[src/rtl/ptp_ts_pkg.sv]
// Shared widths, the packed timestamp record and the latency-compensation helper
// used by the PTP timestamp capture block.
package ptp_ts_pkg;

  localparam int unsigned SEC_W = 48;
  localparam int unsigned NS_W  = 32;
  localparam int unsigned TAG_W = 8;

  localparam logic [NS_W-1:0] NS_PER_SEC = 32'd1_000_000_000;

  typedef struct packed {
    logic [SEC_W-1:0] sec;
    logic [NS_W-1:0]  ns;
    logic [TAG_W-1:0] tag;
  } ts_rec_t;

  localparam int unsigned TS_REC_W = $bits(ts_rec_t);

  // Both operands are below one second, so the sum needs one spare bit and at most one carry.
  function automatic ts_rec_t ts_add_latency(input ts_rec_t rec, input logic [NS_W-1:0] lat_ns);
    ts_rec_t       result;
    logic [NS_W:0] sum;
    result = rec;
    sum    = {1'b0, rec.ns} + {1'b0, lat_ns};
    if (sum >= {1'b0, NS_PER_SEC}) begin
      result.ns  = NS_W'(sum - {1'b0, NS_PER_SEC});
      result.sec = rec.sec + SEC_W'(1);
    end else begin
      result.ns  = sum[NS_W-1:0];
    end
    return result;
  endfunction

endpackage

[src/rtl/ptp_ts_fifo.sv]
// Synchronous first-word-fall-through FIFO; a write arriving while full is dropped
// unless the head is popped in the same cycle.
module ptp_ts_fifo #(
  parameter int unsigned DEPTH = 16,
  parameter int unsigned WIDTH = 8
) (
  input  logic                   clk,
  input  logic                   rst_n,
  input  logic                   i_wrEn,
  input  logic [WIDTH-1:0]       i_wrData,
  input  logic                   i_rdEn,
  output logic                   o_valid,
  output logic [WIDTH-1:0]       o_rdData,
  output logic [$clog2(DEPTH):0] o_count,
  output logic                   o_drop
);

  localparam int unsigned AW = $clog2(DEPTH);
  localparam logic [AW:0]   FULL_CNT = {1'b1, {AW{1'b0}}};
  localparam logic [AW-1:0] PTR_ONE  = 1;
  localparam logic [AW:0]   CNT_ONE  = 1;

  logic [WIDTH-1:0] r_mem [DEPTH];
  logic [AW-1:0]    r_wrPtr;
  logic [AW-1:0]    r_rdPtr;
  logic [AW:0]      r_count;

  logic w_empty;
  logic w_full;
  logic w_pop;
  logic w_push;

  assign w_empty = (r_count == '0);
  assign w_full  = (r_count == FULL_CNT);
  assign w_pop   = i_rdEn & ~w_empty;
  // A pop in the same cycle frees the slot, so a full FIFO still takes the write.
  assign w_push  = i_wrEn & (~w_full | w_pop);

  always_ff @(posedge clk or negedge rst_n) begin
    if (!rst_n) begin
      r_wrPtr <= '0;
      r_rdPtr <= '0;
      r_count <= '0;
    end else begin
      if (w_push) begin
        r_wrPtr <= r_wrPtr + PTR_ONE;
      end
      if (w_pop) begin
        r_rdPtr <= r_rdPtr + PTR_ONE;
      end
      case ({w_push, w_pop})
        2'b10:   r_count <= r_count + CNT_ONE;
        2'b01:   r_count <= r_count - CNT_ONE;
        default: r_count <= r_count;
      endcase
    end
  end

  always_ff @(posedge clk) begin
    if (w_push) begin
      r_mem[r_wrPtr] <= i_wrData;
    end
  end

  // Storage is not reset, so the head is masked to zero whenever the FIFO is empty.
  assign o_rdData = w_empty ? '0 : r_mem[r_rdPtr];
  assign o_valid  = ~w_empty;
  assign o_count  = r_count;
  assign o_drop   = i_wrEn & w_full & ~w_pop;

endmodule

[src/rtl/ptp_ts_capture.sv]
// Captures PTP time on start-of-frame strobes into a two-stage pipeline feeding a FWFT FIFO.
// Defining PTP_TS_LATCOMP_EN adds LAT_NS (with second carry) to every capture.
module ptp_ts_capture
  import ptp_ts_pkg::*;
#(
  parameter int unsigned FIFO_DEPTH = 16,
  parameter int unsigned LAT_NS     = 0
) (
  input  logic                        clk,
  input  logic                        rst_n,
  input  logic [SEC_W-1:0]            time_ptp_sec,
  input  logic [NS_W-1:0]             time_ptp_ns,
  input  logic                        sof_strb,
  input  logic [TAG_W-1:0]            sof_tag,
  output logic                        ts_valid,
  input  logic                        ts_ready,
  output logic [SEC_W-1:0]            ts_sec,
  output logic [NS_W-1:0]             ts_ns,
  output logic [TAG_W-1:0]            ts_tag,
  output logic [$clog2(FIFO_DEPTH):0] ts_count,
  output logic                        overflow,
  input  logic                        ovf_clr
);

  if ((FIFO_DEPTH < 4) || (FIFO_DEPTH > 64) || ((FIFO_DEPTH & (FIFO_DEPTH - 1)) != 0) ||
      (LAT_NS >= NS_PER_SEC)) begin : g_badParams
    $error("ptp_ts_capture: FIFO_DEPTH must be a power of two in 4..64 and LAT_NS below 10^9");
  end

  logic    r_armed;
  logic    r_s1Valid;
  ts_rec_t r_s1Rec;
  logic    r_overflow;

  logic    w_capture;
  ts_rec_t w_s2Rec;
  ts_rec_t w_head;
  logic    w_drop;

  // r_armed stays low for the first edge after reset release so a strobe racing
  // the deassertion is not captured with half-initialised pipeline state.
  always_ff @(posedge clk or negedge rst_n) begin
    if (!rst_n) begin
      r_armed <= 1'b0;
    end else begin
      r_armed <= 1'b1;
    end
  end

  assign w_capture = sof_strb & r_armed;

  always_ff @(posedge clk or negedge rst_n) begin
    if (!rst_n) begin
      r_s1Valid <= 1'b0;
      r_s1Rec   <= '0;
    end else begin
      r_s1Valid <= w_capture;
      if (w_capture) begin
        r_s1Rec <= '{sec: time_ptp_sec, ns: time_ptp_ns, tag: sof_tag};
      end
    end
  end

`ifdef PTP_TS_LATCOMP_EN
  assign w_s2Rec = ts_add_latency(r_s1Rec, NS_W'(LAT_NS));
`else
  assign w_s2Rec = r_s1Rec;
`endif

  ptp_ts_fifo #(
    .DEPTH (FIFO_DEPTH),
    .WIDTH (TS_REC_W)
  ) u_fifo (
    .clk      (clk),
    .rst_n    (rst_n),
    .i_wrEn   (r_s1Valid),
    .i_wrData (w_s2Rec),
    .i_rdEn   (ts_ready),
    .o_valid  (ts_valid),
    .o_rdData (w_head),
    .o_count  (ts_count),
    .o_drop   (w_drop)
  );

  // A drop in the same cycle as a clear wins, so no overflow event is ever lost.
  always_ff @(posedge clk or negedge rst_n) begin
    if (!rst_n) begin
      r_overflow <= 1'b0;
    end else if (w_drop) begin
      r_overflow <= 1'b1;
    end else if (ovf_clr) begin
      r_overflow <= 1'b0;
    end
  end

  assign overflow = r_overflow;
  assign ts_sec   = w_head.sec;
  assign ts_ns    = w_head.ns;
  assign ts_tag   = w_head.tag;

endmodule

[config.mk]
export PLATFORM = sky130hd
export DESIGN_NAME = ptp_ts_capture
export DESIGN_NICKNAME = d
export VERILOG_FILES = /design/src/rtl/ptp_ts_pkg.sv /design/src/rtl/ptp_ts_fifo.sv /design/src/rtl/ptp_ts_capture.sv
export SDC_FILE = /design/constraint.sdc
export NUM_CORES = 1
export LEC_CHECK = 0
export ABC_CLOCK_PERIOD_IN_PS = 11020
export BUFFER_PORTS_ARGS = -buffer_cell sky130_fd_sc_hd__buf_2
export CAP_MARGIN = 20
export CORE_ASPECT_RATIO = 1.75
export CORE_MARGIN = 3
export CORE_UTILIZATION = 60
export DETAILED_ROUTE_END_ITERATION = 10
export PLACE_DENSITY = 0.77
export SLEW_MARGIN = 20
export SYNTH_ARGS = -nofsm -noshare
export SYNTH_HDL_FRONTEND = slang
export SYNTH_SLANG_ARGS = --single-unit
[constraint.sdc]
create_clock -name clk -period 11.02 [get_ports clk]
set_clock_uncertainty 0.05 [all_clocks]
set_input_delay 0 -clock clk [delete_from_list [all_inputs] [get_ports clk]]
set_output_delay 0 -clock clk [all_outputs]
set_load 0.02 [all_outputs]
==> results.md <==
- Status: finished clean
- CP arrival: 4.88 ns
- Setup crit start: u_fifo.r_rdPtr[3]
- Max-slew headroom: 28.9%
- Global-route wire length before repair: 199000 µm
- Syn_nets: 2927
- Synth Flop Type: edfxtp_1
- Die Ht: 415 µm
- Vias in the first global route: 30900
- Peak supply drop: 0.243 mV
- Register bit count reported by yosys: 1512
- Routed Antenna Nets: 0
- Routed WL per cell: 29.6 µm
- Initial antenna violation count: 6
- GRT Total Usage: 27.4%
- Worst Setup Start Kind: register
- Remaining Overflow, GRT: 0
- Fin area: 0.0659 mm²
- Total number of vias: 29600
- TritonCTS clock tree: done
- CTS resizes: 0
- Worst stage delay on the critical path: 0.90 ns
- GP Congestion: 0.759
- R2R cell count: 5
- Final wirelength: 134000 µm
- Worst r2r src: u_fifo.o_count[1]
- Final-report max-slew violation count: 0
- Die W: 240 µm
- FFs w/ async S/R, synth: 6.88%
- Flop2flop setup slack: 7.13 ns
- PD cells: 253 mW/mm²
- I/O Buffers: 187
- H-tree levels: 4
- Most common cell after layout, fill and taps aside: edfxtp_1
- Syn avg cell area: 20.3 µm²
- Final period utilization: 44.8%
- Least-Margin Pin Slew: 1.07 ns
- # diodes: 0
- WS Path Type: reg -> out
- Core box area: 0.0947 mm²
- Unrepaired setup endpoints after global routing: false
- Total Neg Setup Slack: 0 ns
- Worst path depth: 8
- Post-Syn Area: 0.0575 mm²
- Cells after Synth: 2828
- R2r endpoint: u_fifo.r_mem[11][7]
- Buf/Inv on CP: 4
- Total power: 16700 µW
- Post-Layout Cell Count: 4528
- Area after DPL: 0.0598 mm²
- Final HPWL from detailed placement: 67000 µm
- Die area: 0.0997 mm²
- Vias per inst: 6.54
- 1st-iter DRT viols: 3279
- Fraction of layout cells with a size suffix above 1: 22.0%
- Fmax achieved: 203 MHz
- I/O pins: 188
- Residual DRC: 0
- Worst setup EP type: output pin
- Clk_lat worst skew: 0.74 ns
- Most frequent cells in the layout: edfxtp_1 (1408), mux2i_1 (354), a22oi_1 (264), buf_2 (186), mux4_2 (176)
- CTS max path bufs: 3
- DP Cell Count: 4119
- P_leak: 0.0226 µW
- Area grow syn2layout: 14.7%
- Tmin final: 4.93 ns
- Number of max-cap violations: 0
- Slowest CP cell: dfrtp_4
- Drt pass-1 iters: 6
- Rows: 149
- Largest net degree at the start of global routing: 173
- Post-synthesis sequential area ratio: 78.1%
- Synth Warn #: 0
- CP Data Required Time: 10.97 ns
- Num CTS Buffers: 131
- CTS root buf: clkbuf_16
- Clk pin slew, worst setup/hold paths: 0.07 ns
- CP endpoint: ts_sec[23]
- Unique masters post-synth: 45
- Initial core utilization: 60.7%
- CTS sink count: 1512
- Final nets: 3314
- CP top delay family: buffers and inverters
- Number of synthesized flops with an enable pin: 1408
- Setup violation total in the final timing report: 0
- Crit-path max FO: 88
- Hold Vio Cnt, Final: 0
- Min-delay worst type: in -> reg
- Critical-path cell list: buf_12, buf_16, buf_4, mux2i_1, a22oi_1, nand2_1, o21ai_0, buf_2
power by group:
part / total (µW) / switching, µW / internal [µW]
combinational: 4860 / 3040 / 1830
clock: 4620 / 2000 / 2630
sequential: 7180 / 387 / 6790
total: 16700 / 5420 / 11200
cells by family (layout without fill, tap and decap cells):
family / after synthesis / after routing / synth area share [%]
DFF: 1512 / 1512 / 78.1
buffers and inverters: 168 / 660 / 1.27
and+or+nand+nor: 141 / 141 / 1.07
AOI/OAI and AO/OA: 373 / 373 / 4.47
other: 1 / 1 / 0.00653
muxes: 620 / 620 / 14.8
adders and majority gates: 6 / 6 / 0.131
xor gates and xnor gates: 7 / 7 / 0.107
metal layers:
metal / global-route usage (%) / part of all wire (%) / wire length, µm
met1: 36.2 / 37 / 49700
met2: 46.5 / 52 / 69900
met3: 4.83 / 7.7 / 10300
met4: 9.37 / 3.0 / 4060
met5: 0 / 0 / 0
what timing repair did:
action | CTS | global route
buffers inserted | 0 | 0
hold buffers | 169 | 0
endpoints found under the hold margin | 167 | 0
registers in the layout, summed over array words and instances, names as in the netlist:
name / count
u_fifo.r_mem: 1408
r_s1Rec: 88
u_fifo.o_count: 5
u_fifo.r_rdPtr: 4
u_fifo.r_wrPtr: 4
overflow: 1
r_armed: 1
r_s1Valid: 1
synthesized netlist by cell type, types with 2 or more instances:
| master | n | area (µm²) |
|---|---|---|
| dfrtp_1 | 104 | 2600 |
| o21ai_1 | 3 | 15.0 |
| clkbuf_1 | 80 | 300 |
| mux4_2 | 176 | 3960 |
| nor2_1 | 15 | 56.3 |
| nor3_1 | 6 | 30.0 |
| a21oi_1 | 2 | 10.0 |
| mux2_2 | 90 | 1010 |
| nand4_1 | 3 | 18.8 |
| o22ai_1 | 2 | 12.5 |
| clkbuf_2 | 7 | 35.0 |
| a21o_1 | 2 | 15.0 |
| a22oi_1 | 264 | 1980 |
| inv_1 | 5 | 18.8 |
| o31a_1 | 2 | 17.5 |
| nand3_1 | 2 | 10.0 |
| a21oi_2 | 2 | 17.5 |
| nand2_1 | 98 | 368 |
| o21ai_0 | 89 | 445 |
| nor2b_1 | 3 | 18.8 |
| nand2b_1 | 5 | 31.3 |
| and2_1 | 2 | 12.5 |
| buf_2 | 68 | 340 |
| a32oi_1 | 2 | 17.5 |
| edfxtp_1 | 1408 | 42300 |
| xnor2_1 | 6 | 52.6 |
| ha_1 | 6 | 75.1 |
| a31oi_1 | 2 | 12.5 |
| buf_1 | 5 | 18.8 |
| mux2i_1 | 354 | 3540 |
final cells by class:
type | instances | area [µm²]
clock buffer | 169 | 3650
tap | 1208 | 1510
timing repair buffer | 415 | 3170
clock inverter | 69 | 658
fill | 5720 | 28800
inverter | 7 | 26.3
sequential | 1512 | 44900
multi-input combinational | 1148 | 12000
worst min-delay path by stage:
stage                                start           to  slack (ns)  cells after the start
after floorplan                      rst_n     overflow       -0.35                      0
after global placement               rst_n  r_s1Rec[43]        0.09                      1
after detailed placement             rst_n  r_s1Rec[43]        0.10                      1
after CTS                 time_ptp_sec[47]  r_s1Rec[87]     0.00004                      3
after global routing        time_ptp_ns[1]   r_s1Rec[9]       0.008                      3
final                     time_ptp_sec[47]  r_s1Rec[87]        0.04                      3
stage by stage:
| step | utilization [%] | hold slack [ns] | setup slack [ns] |
|---|---|---|---|
| 3_3_place_gp | 63.2 | 0.0926 | 6.75 |
| 2_1_floorplan | - | -0.346 | 2.81 |
| 5_1_grt | 69.6 | 0.00806 | 5.78 |
| 3_5_place_dp | 63.2 | 0.102 | 6.69 |
| 6_report | 69.6 | 0.0448 | 6.09 |
| 4_1_cts | 69.5 | 0.0000390 | 5.87 |
worst register-to-register path: stages, from the launching register on:
cell,delay [ns]
dfrtp_1,0.58
nor4_4,0.17
a31oi_1,0.61
nand2_1,0.44
nor2_4,0.81
buf_4,0.83
Note: power is estimated with default switching activity, not from simulation.
